File: src/rtl/if_fetch_stage.sv
// Instruction-fetch stage: owns the PC, runs the imem req/ready handshake and
// loads the IF/ID register, with a one-entry skid buffer for stalls and drain-on-redirect.
module if_fetch_stage #(
  parameter int unsigned               ADDR_W    = 32,
  parameter int unsigned               DATA_W    = 32,
  parameter logic [ADDR_W-1:0]         RESET_PC  = 32'h0000_0000,
  parameter logic [DATA_W-1:0]         NOP_INSTR = 32'h0000_0000
) (
  input  logic              clk,
  input  logic              rst_n,
  input  logic              hd_hold_pc,
  input  logic              hd_hold_if_id,
  input  logic              branch_taken,
  input  logic [ADDR_W-1:0] branch_target,
  output logic              imem_req,
  output logic [ADDR_W-1:0] imem_addr,
  input  logic              imem_ready,
  input  logic [DATA_W-1:0] imem_rdata,
  output logic [DATA_W-1:0] if_id_instr,
  output logic [ADDR_W-1:0] if_id_pc,
  output logic [ADDR_W-1:0] if_id_pc_plus4,
  output logic              if_id_valid
);

  typedef enum logic [1:0] {
    ST_FETCH = 2'd0,
    ST_HOLD  = 2'd1,
    ST_DRAIN = 2'd2
  } state_e;

  typedef enum logic [1:0] {
    IFID_HOLD   = 2'd0,
    IFID_BUBBLE = 2'd1,
    IFID_MEM    = 2'd2,
    IFID_SKID   = 2'd3
  } ifid_sel_e;

  localparam logic [ADDR_W-1:0] PC_STEP = ADDR_W'(3'd4);

  state_e            state_r;
  logic              req_r;
  logic [ADDR_W-1:0] addr_r;
  logic [ADDR_W-1:0] target_r;
  logic [ADDR_W-1:0] skid_pc_r;
  logic [DATA_W-1:0] skid_instr_r;
  logic [DATA_W-1:0] if_id_instr_r;
  logic [ADDR_W-1:0] if_id_pc_r;
  logic [ADDR_W-1:0] if_id_pc_plus4_r;
  logic              if_id_valid_r;

  logic              accept_s;
  logic              hold_any_s;
  ifid_sel_e         ifid_sel_s;

  assign accept_s   = req_r & imem_ready;
  assign hold_any_s = hd_hold_pc | hd_hold_if_id;

  // Select what IF/ID captures this cycle; a redirect always squashes to a bubble.
  always_comb begin
    ifid_sel_s = IFID_HOLD;
    if (branch_taken) begin
      ifid_sel_s = IFID_BUBBLE;
    end else begin
      case (state_r)
        ST_FETCH: begin
          if (accept_s && !hold_any_s) begin
            ifid_sel_s = IFID_MEM;
          end else if (!hd_hold_if_id) begin
            ifid_sel_s = IFID_BUBBLE;
          end else begin
            ifid_sel_s = IFID_HOLD;
          end
        end
        ST_HOLD: begin
          if (!hold_any_s) begin
            ifid_sel_s = IFID_SKID;
          end else if (!hd_hold_if_id) begin
            ifid_sel_s = IFID_BUBBLE;
          end else begin
            ifid_sel_s = IFID_HOLD;
          end
        end
        ST_DRAIN: begin
          if (!hd_hold_if_id) begin
            ifid_sel_s = IFID_BUBBLE;
          end else begin
            ifid_sel_s = IFID_HOLD;
          end
        end
        default: ifid_sel_s = IFID_BUBBLE;
      endcase
    end
  end

  // Fetch FSM: request/address, skid buffer and pending redirect target.
  always_ff @(posedge clk or negedge rst_n) begin
    if (!rst_n) begin
      state_r      <= ST_FETCH;
      req_r        <= 1'b0;
      addr_r       <= RESET_PC;
      target_r     <= '0;
      skid_pc_r    <= '0;
      skid_instr_r <= '0;
    end else begin
      case (state_r)
        ST_FETCH: begin
          if (branch_taken) begin
            // An un-accepted request must stay on the bus, so park the target.
            if (req_r && !imem_ready) begin
              target_r <= branch_target;
              state_r  <= ST_DRAIN;
            end else begin
              addr_r <= branch_target;
              req_r  <= 1'b1;
            end
          end else if (!req_r) begin
            req_r <= 1'b1;
          end else if (accept_s && hold_any_s) begin
            skid_instr_r <= imem_rdata;
            skid_pc_r    <= addr_r;
            req_r        <= 1'b0;
            state_r      <= ST_HOLD;
          end else if (accept_s) begin
            addr_r <= addr_r + PC_STEP;
          end
        end
        ST_HOLD: begin
          if (branch_taken) begin
            addr_r  <= branch_target;
            req_r   <= 1'b1;
            state_r <= ST_FETCH;
          end else if (!hold_any_s) begin
            addr_r  <= skid_pc_r + PC_STEP;
            req_r   <= 1'b1;
            state_r <= ST_FETCH;
          end
        end
        ST_DRAIN: begin
          if (branch_taken && !accept_s) begin
            target_r <= branch_target;
          end else if (branch_taken) begin
            addr_r  <= branch_target;
            state_r <= ST_FETCH;
          end else if (accept_s) begin
            addr_r  <= target_r;
            state_r <= ST_FETCH;
          end
        end
        default: begin
          state_r <= ST_FETCH;
          req_r   <= 1'b0;
          addr_r  <= RESET_PC;
        end
      endcase
    end
  end

  // IF/ID pipeline register; a bubble keeps the pc fields.
  always_ff @(posedge clk or negedge rst_n) begin
    if (!rst_n) begin
      if_id_instr_r    <= NOP_INSTR;
      if_id_pc_r       <= '0;
      if_id_pc_plus4_r <= '0;
      if_id_valid_r    <= 1'b0;
    end else begin
      case (ifid_sel_s)
        IFID_MEM: begin
          if_id_instr_r    <= imem_rdata;
          if_id_pc_r       <= addr_r;
          if_id_pc_plus4_r <= addr_r + PC_STEP;
          if_id_valid_r    <= 1'b1;
        end
        IFID_SKID: begin
          if_id_instr_r    <= skid_instr_r;
          if_id_pc_r       <= skid_pc_r;
          if_id_pc_plus4_r <= skid_pc_r + PC_STEP;
          if_id_valid_r    <= 1'b1;
        end
        IFID_BUBBLE: begin
          if_id_instr_r <= NOP_INSTR;
          if_id_valid_r <= 1'b0;
        end
        IFID_HOLD: begin
          if_id_valid_r <= if_id_valid_r;
        end
        default: begin
          if_id_instr_r <= NOP_INSTR;
          if_id_valid_r <= 1'b0;
        end
      endcase
    end
  end

  assign imem_req       = req_r;
  assign imem_addr      = addr_r;
  assign if_id_instr    = if_id_instr_r;
  assign if_id_pc       = if_id_pc_r;
  assign if_id_pc_plus4 = if_id_pc_plus4_r;
  assign if_id_valid    = if_id_valid_r;

endmodule

File: config.mk
export PLATFORM = sky130hd
export DESIGN_NAME = if_fetch_stage
export DESIGN_NICKNAME = d
export VERILOG_FILES = /design/src/rtl/if_fetch_stage.sv
export SDC_FILE = /design/constraint.sdc
export NUM_CORES = 1
export LEC_CHECK = 0
export ABC_AREA = 1
export BUFFER_PORTS_ARGS = -buffer_cell sky130_fd_sc_hd__buf_2
export CAP_MARGIN = 20
export CORE_UTILIZATION = 46
export DETAILED_ROUTE_END_ITERATION = 12
export HOLD_SLACK_MARGIN = 0.03
export MAX_ROUTING_LAYER = met4
export PLACE_DENSITY = 0.64
export SLEW_MARGIN = 10
export SYNTH_ARGS = -nofsm -noshare
export SYNTH_HDL_FRONTEND = slang
export SYNTH_SLANG_ARGS = --single-unit
export TNS_END_PERCENT = 50
File: constraint.sdc
create_clock -name clk -period 2.3 [get_ports clk]
set_clock_uncertainty 0.1 [all_clocks]
set_input_delay 0.23 -clock clk [delete_from_list [all_inputs] [get_ports clk]]
set_output_delay 0.23 -clock clk [all_outputs]
set_load 0.02 [all_outputs]
==> metrics, run 1 <==
Synth Register Bits 226; non-filler cells, final between 2,000 and 2,500; Sink Count 226; Final ANT Viol Nets 0; first-pass GRT wire length 60,950 um; initial antenna violation count 0; Post-synth EDFFs 0; Power Total 0.02002 W; Worst-Margin Slew 0.6153 ns; DIE AREA roughly 0.027 mm2; Die Y 164.5 um; vias in the first global route 10,840; largest net degree at the start of global routing 76; clock slew at reported path FFs 0.06 ns; CTS tree yes; Main synth FF type dfrtp_1; post-synthesis net count 1,640; CTS buffer count 25; root buf cell clkbuf_16; Mapped Cells 1,568; DRT iter0 DRCs 1,108; post-DP HPWL 28,800 um; Post-route DRC 0; diodes inserted 0; Worst Setup Start Kind flip-flop; worst hold slack 0.07633 ns; max-slew violation count 0; fin worst setup slack 0.1701 ns; Min-Delay Path Class in2reg; status finished, final reports clean; Via density 5.271; Warnings, synthesis 0; Hold Vio Cnt, Final 0; Clock Path Buffers 3; Power per Cell Area approximately 1300 mW/mm2; commonest non-fill, non-tap cell in the layout nand2_1; Post-DP Area 0.01357 mm2; max capacitance violation total 0; Setup Fix Bufs, Post-CTS 0; syn_area_per_cell just under 8 um2; later-pin clock latency in the skew report 0.53 ns; CP Capture Type flip-flop; asr flop ratio synth 1.000; RSZ-0062 raised after global routing yes; CP max stage delay 0.43 ns; gr usage total 0.3031; Initial Util 0.4676; Worst EP required 2.62 ns; Setup WS pre-CTS 0.09953 ns; I/O Buffers 199; Top Ports 200; Layout area overhead 24.91%; final instance area 0.01518 mm2; grt ovf 0; LEAKAGE 7.698 nW; dpl cells 2,067; Core Area 0.02598 mm2; wire length per cell 18.17 um; crit path kind reg2reg; commonest non-fill, non-tap cells in the layout nand2_1, dfrtp_1, buf_2; Max rail drop VDD 0.7380 mV; Slew Limit Headroom 0.5898; Cell variety after synth 39; minimum clock period 2.130 ns; DR pass1 iterations 6; Vias 11,490; RD Place Congestion slightly below 1; CP Cell Sequence inv_1 -> nor2_1 -> nand2_1 -> nor2_2 -> xor2_1 -> nand2_1 -> nand2_1 -> nand2_1; nets 1,898; Die X-Extent 164.5 um; Mapped Area 0.01215 mm2; CP max FO 7; Rows 59; setup violators final 0; WP data arrival 2.45 ns; register area share after synthesis 0.4655; CP max stage cell dfrtp_1; layout cells sized above 1 0.2033; most used cell, CP nand2_1; fmax 469.5 MHz; crit share post-route 0.9260; H-tree levels 1; final WL approximately 40,000 um
-- critical path, delay by kind of cell (launching register included) --
family                 cells  cell delay (ns)
flip-flops                 1             0.43
AND/OR/NAND/NOR            6             1.11
buffers and inverters      1             0.10
XOR/XNOR                   1             0.27
-- where the power goes --
group | total (W) | switching (W) | leakage [nW] | internal, W
Clock | 0.00436 | 0.00174 | 0.444 | 0.00263
Combinational | 0.00864 | 0.00585 | 4.37 | 0.00279
Sequential | 0.00702 | 0.00140 | 2.88 | 0.00561
Total | 0.0200 | 0.00898 | 7.70 | 0.0110
-- cell usage after synthesis (16+ instances only) --
master	number	area [um2]
xor2_1	25	219.0
nand3_1	61	305.3
o21ai_1	19	95.09
clkbuf_1	32	120.1
dfrtp_1	226	5655
o21ai_0	131	655.6
nor2_1	131	491.7
inv_1	153	574.3
o211ai_2	30	375.4
o221ai_2	20	300.3
a21oi_1	49	245.2
o22ai_1	16	100.1
nand2_1	550	2064
-- routing by layer --
metal	up-vias	global-route usage	part of all wire
met5	-	-	0
met4	0	0.06464	0.019
met3	60	0.04093	0.071
met2	447	0.4494	0.44
met1	5423	0.4413	0.47
li1	5561	-	-
-- stage by stage --
stage	setup TNS (ns)	util
2_1_floorplan	0	-
3_3_place_gp	0	0.5221
3_5_place_dp	0	0.5221
4_1_cts	0	0.5821
5_1_grt	-0.005387	0.5841
6_report	0	0.5841
-- worst paths after layout --
kind | from | endpoint | slack, ns | depth (start not counted)
worst min register to register | skid_instr_r[0] | skid_instr_r[0] | 0.37 | 2
max in group asynchronous | rst_n | target_r[24] | 1.19 | 3
min in group asynchronous | rst_n | if_id_instr[19] | 0.18 | 2
worst max register to register | imem_addr[2] | if_id_pc_plus4[13] | 0.17 | 8
worst max-delay path | imem_addr[2] | if_id_pc_plus4[13] | 0.17 | 8
worst min-delay path | hd_hold_pc | state_r[0] | 0.08 | 5
-- flip-flops by register name, summed over array words and instances, names as in the netlist --
signal and flops:
skid_pc_r 32, imem_addr 32, if_id_instr 32, if_id_valid 1
skid_instr_r 32, if_id_pc_plus4 30, imem_req 1, if_id_pc 32
state_r 2, target_r 32
-- cell type report --
cell class	instances	area [um2]
Clock buffer	28	656.9
Sequential cell	226	5657
Fill cell	2397	10810
Multi-Input combinational cell	1104	5487
Tap cell	335	419.2
Clock inverter	18	231.5
Timing Repair Buffer	306	2115
Inverter	163	611.8
-- what timing repair did --
action	in CTS	in global routing
endpoints found under the hold margin	187	0
gates resized for setup	0	14
setup endpoints to repair	0	18
hold buffers	67	0
-- cell families after synthesis --
kind of cell | Yosys count | synth area share
simple gates | 766 | 0.2514
compound gates | 308 | 0.1736
buf+inv | 238 | 0.08712
flops | 226 | 0.4655
xor+xnor | 27 | 0.01946
fa+ha+maj | 2 | 0.002059
mux | 1 | 0.0009267
Power figures use the tool's default switching activity.
==> run 2, diff against run 1 <==
--- a/config.mk
+++ b/config.mk
@@ -10,6 +10,7 @@
 export CAP_MARGIN = 20
 export CORE_UTILIZATION = 46
 export DETAILED_ROUTE_END_ITERATION = 12
+export GPL_TIMING_DRIVEN = 0
 export HOLD_SLACK_MARGIN = 0.03
 export MAX_ROUTING_LAYER = met4
 export PLACE_DENSITY = 0.64
==> run 2 against run 1 <==
Effect of this change:
- design area is 1.3% higher
- count of clock-buffer cells in the layout up 9
- combinational power is 2% higher
- utilization is 0.78 points higher
- register-to-register slack worse by 0.13 ns
- clock power grew 2%
- hold slack improved by 0.036 ns
- global-route usage rose by 1.4 points
- die area is the same
- largest power group unchanged
==> metrics, run 2 (synthesis gave the netlist of run 1 again) <==
status finished, final reports clean; commonest non-fill, non-tap cells in the layout nand2_1, dfrtp_1, buf_2; Rows 59 (unchanged); Slew Limit Headroom 0.4700 (-0.1198); CTS tree yes; Final ANT Viol Nets 0 (unchanged); Clock Path Buffers 3 (unchanged); nets 1,939 (+2.2%); crit share post-route 0.9841 (+0.05801); CP Capture Type flip-flop; Worst-Margin Slew 0.7950 ns (+0.1797 ns); setup violators final 0 (unchanged); Top Ports 200 (unchanged); final instance area 0.01538 mm2 (+1.3%); Worst EP required 2.62 ns (about the same); non-filler cells, final 2,220 (+1.8%); DIE AREA 0.02707 mm2 (unchanged); Post-DP Area 0.01363 mm2 (+0.43%); crit path kind reg2reg; max capacitance violation total 0 (unchanged); worst path buffer plus inverter count 5 (+4); layout cells sized above 1 0.2085 (+0.005236); WP data arrival 2.59 ns (+0.14 ns); Core Area 0.02598 mm2 (unchanged); H-tree levels 1 (unchanged); clock slew at reported path FFs 0.06 ns (about the same); commonest non-fill, non-tap cell in the layout nand2_1; LEAKAGE 7.771 nW (+0.95%); Power Total 0.02029 W (+1.3%); CP Cell Sequence buf_6 -> nor2_4 -> buf_6 -> nand2_2 -> nand2_2 -> inv_2 -> nand2_2 -> buf_6 -> buf_4 -> nand3_1 -> nand2_1 -> nand2_1; Die Y 164.5 um (unchanged); first-pass GRT wire length 62,970 um (+3.3%); Hold Vio Cnt, Final 0 (unchanged); minimum clock period 2.263 ns (+0.1334 ns); dpl cells 2,103 (+1.7%); Vias 11,900 (+3.6%); initial antenna violation count 0 (unchanged); Worst Setup Start Kind flip-flop; vias in the first global route 11,260 (+3.9%); CP max FO 10 (+3); diodes inserted 0 (unchanged); crit-path leading delay family simple AND/OR/NAND/NOR gates; Layout area overhead 26.58%; CP max stage cell dfrtp_1; RSZ-0062 raised after global routing yes; Power per Cell Area 1319 mW/mm2 (about the same); Post-route DRC 0 (unchanged); DR pass1 iterations 5 (-1); final WL 41,520 um (+4.8%); setup TNS 0 ns (unchanged); later-pin clock latency in the skew report 0.54 ns (about the same); largest net degree at the start of global routing 100 (+32%); max-slew violation count 0 (unchanged); CP max stage delay 0.37 ns (-0.06 ns); wire length per cell 18.70 um (+2.9%); I/O Buffers 198 (-0.50%); Via density 5.362 (+1.7%); RD Place Congestion 1.003 (+3.6%); post-DP HPWL 31,330 um (+8.8%); root buf cell clkbuf_16; Max rail drop VDD 0.7031 mV (-4.7%); fmax 441.8 MHz (-5.9%); grt ovf 0 (unchanged); Min-Delay Path Class in2async; Initial Util 0.4676 (unchanged); Die X-Extent 164.5 um (unchanged); Sink Count 226 (unchanged); DRT iter0 DRCs 1,140 (+2.9%); gr usage total 0.3167 (+0.01361); CTS buffer count 26 (+4.0%)
## run 2: cell types whose count changed in the layout (fill, tap and decap cells not counted), moves of 5 or more
cell,previous run,this run
buf_12,11,0
buf_2,198,212
buf_4,29,14
buf_6,0,15
clkbuf_1,1,28
clkbuf_2,0,7
clkbuf_8,2,7
clkinv_2,9,4
## run 2: layer usage
| metal | track usage | vias to the layer above | wire (um) |
|---|---|---|---|
| met1 | 0.4353 | 5678 | 18370 |
| met3 | 0.03516 | 71 | 3069 |
| li1 | - | 5649 | - |
| met4 | 0.09425 | 0 | 1007 |
| met5 | - | - | 0 |
| met2 | 0.4933 | 506 | 19070 |
## run 2: report_power, final
group          switching [W]  internal (W)
Combinational        0.00598       0.00283
Sequential           0.00139       0.00562
Clock                0.00166       0.00280
## run 2: stage by stage
stage / utilization / worst slack (ns) / hold WS, ns
6_report: 0.5919 / 0.03666 / 0.1123
3_3_place_gp: 0.5219 / -3.138 / 0.3591
4_1_cts: 0.5876 / 0.003255 / 0.1013
3_5_place_dp: 0.5244 / -0.1977 / 0.07808
5_1_grt: 0.5919 / -0.04858 / 0.1463
2_1_floorplan: - / 0.3046 / -0.1656
## run 2: worst reg2reg max path, stage by stage, from the launching register on
cell,delay (ns)
dfrtp_1,0.37
buf_6,0.14
nor2_4,0.12
buf_6,0.17
nand2_2,0.09
nand2_2,0.22
inv_2,0.15
nand2_2,0.12
buf_6,0.17
buf_4,0.21
nand3_1,0.11
nand2_1,0.14
nand2_1,0.06
## run 2: layout make-up
cell class | count | area, um2
buffer | 75 | 455.4
clock buffer | 37 | 783.3
clock inverter | 9 | 147.6
fill | 2438 | 10610
inverter | 163 | 611.8
multi-input combinational | 1104 | 5550
sequential | 226 | 5658
tap | 335 | 419.2
timing repair buffer | 271 | 1754
## run 2: worst paths after layout
check	depth (start not counted)	startpoint	slack [ns]	to
min reg2reg	2	skid_instr_r[30]	0.38	if_id_instr[30]
min	2	rst_n	0.11	if_id_instr[19]
max in group asynchronous	3	rst_n	1.14	imem_addr[2]
min in group clk	5	hd_hold_pc	0.15	state_r[0]
max	12	state_r[0]	0.04	if_id_pc_plus4[15]
max reg2reg	12	state_r[0]	0.04	if_id_pc_plus4[15]
## run 2: what timing repair did
action,CTS,global route
setup buffers,0,5
gates resized for setup,12,30
endpoints found under the hold margin,348,0
pin swaps,0,1
endpoints found under the setup margin,12,91
hold buffers,66,0
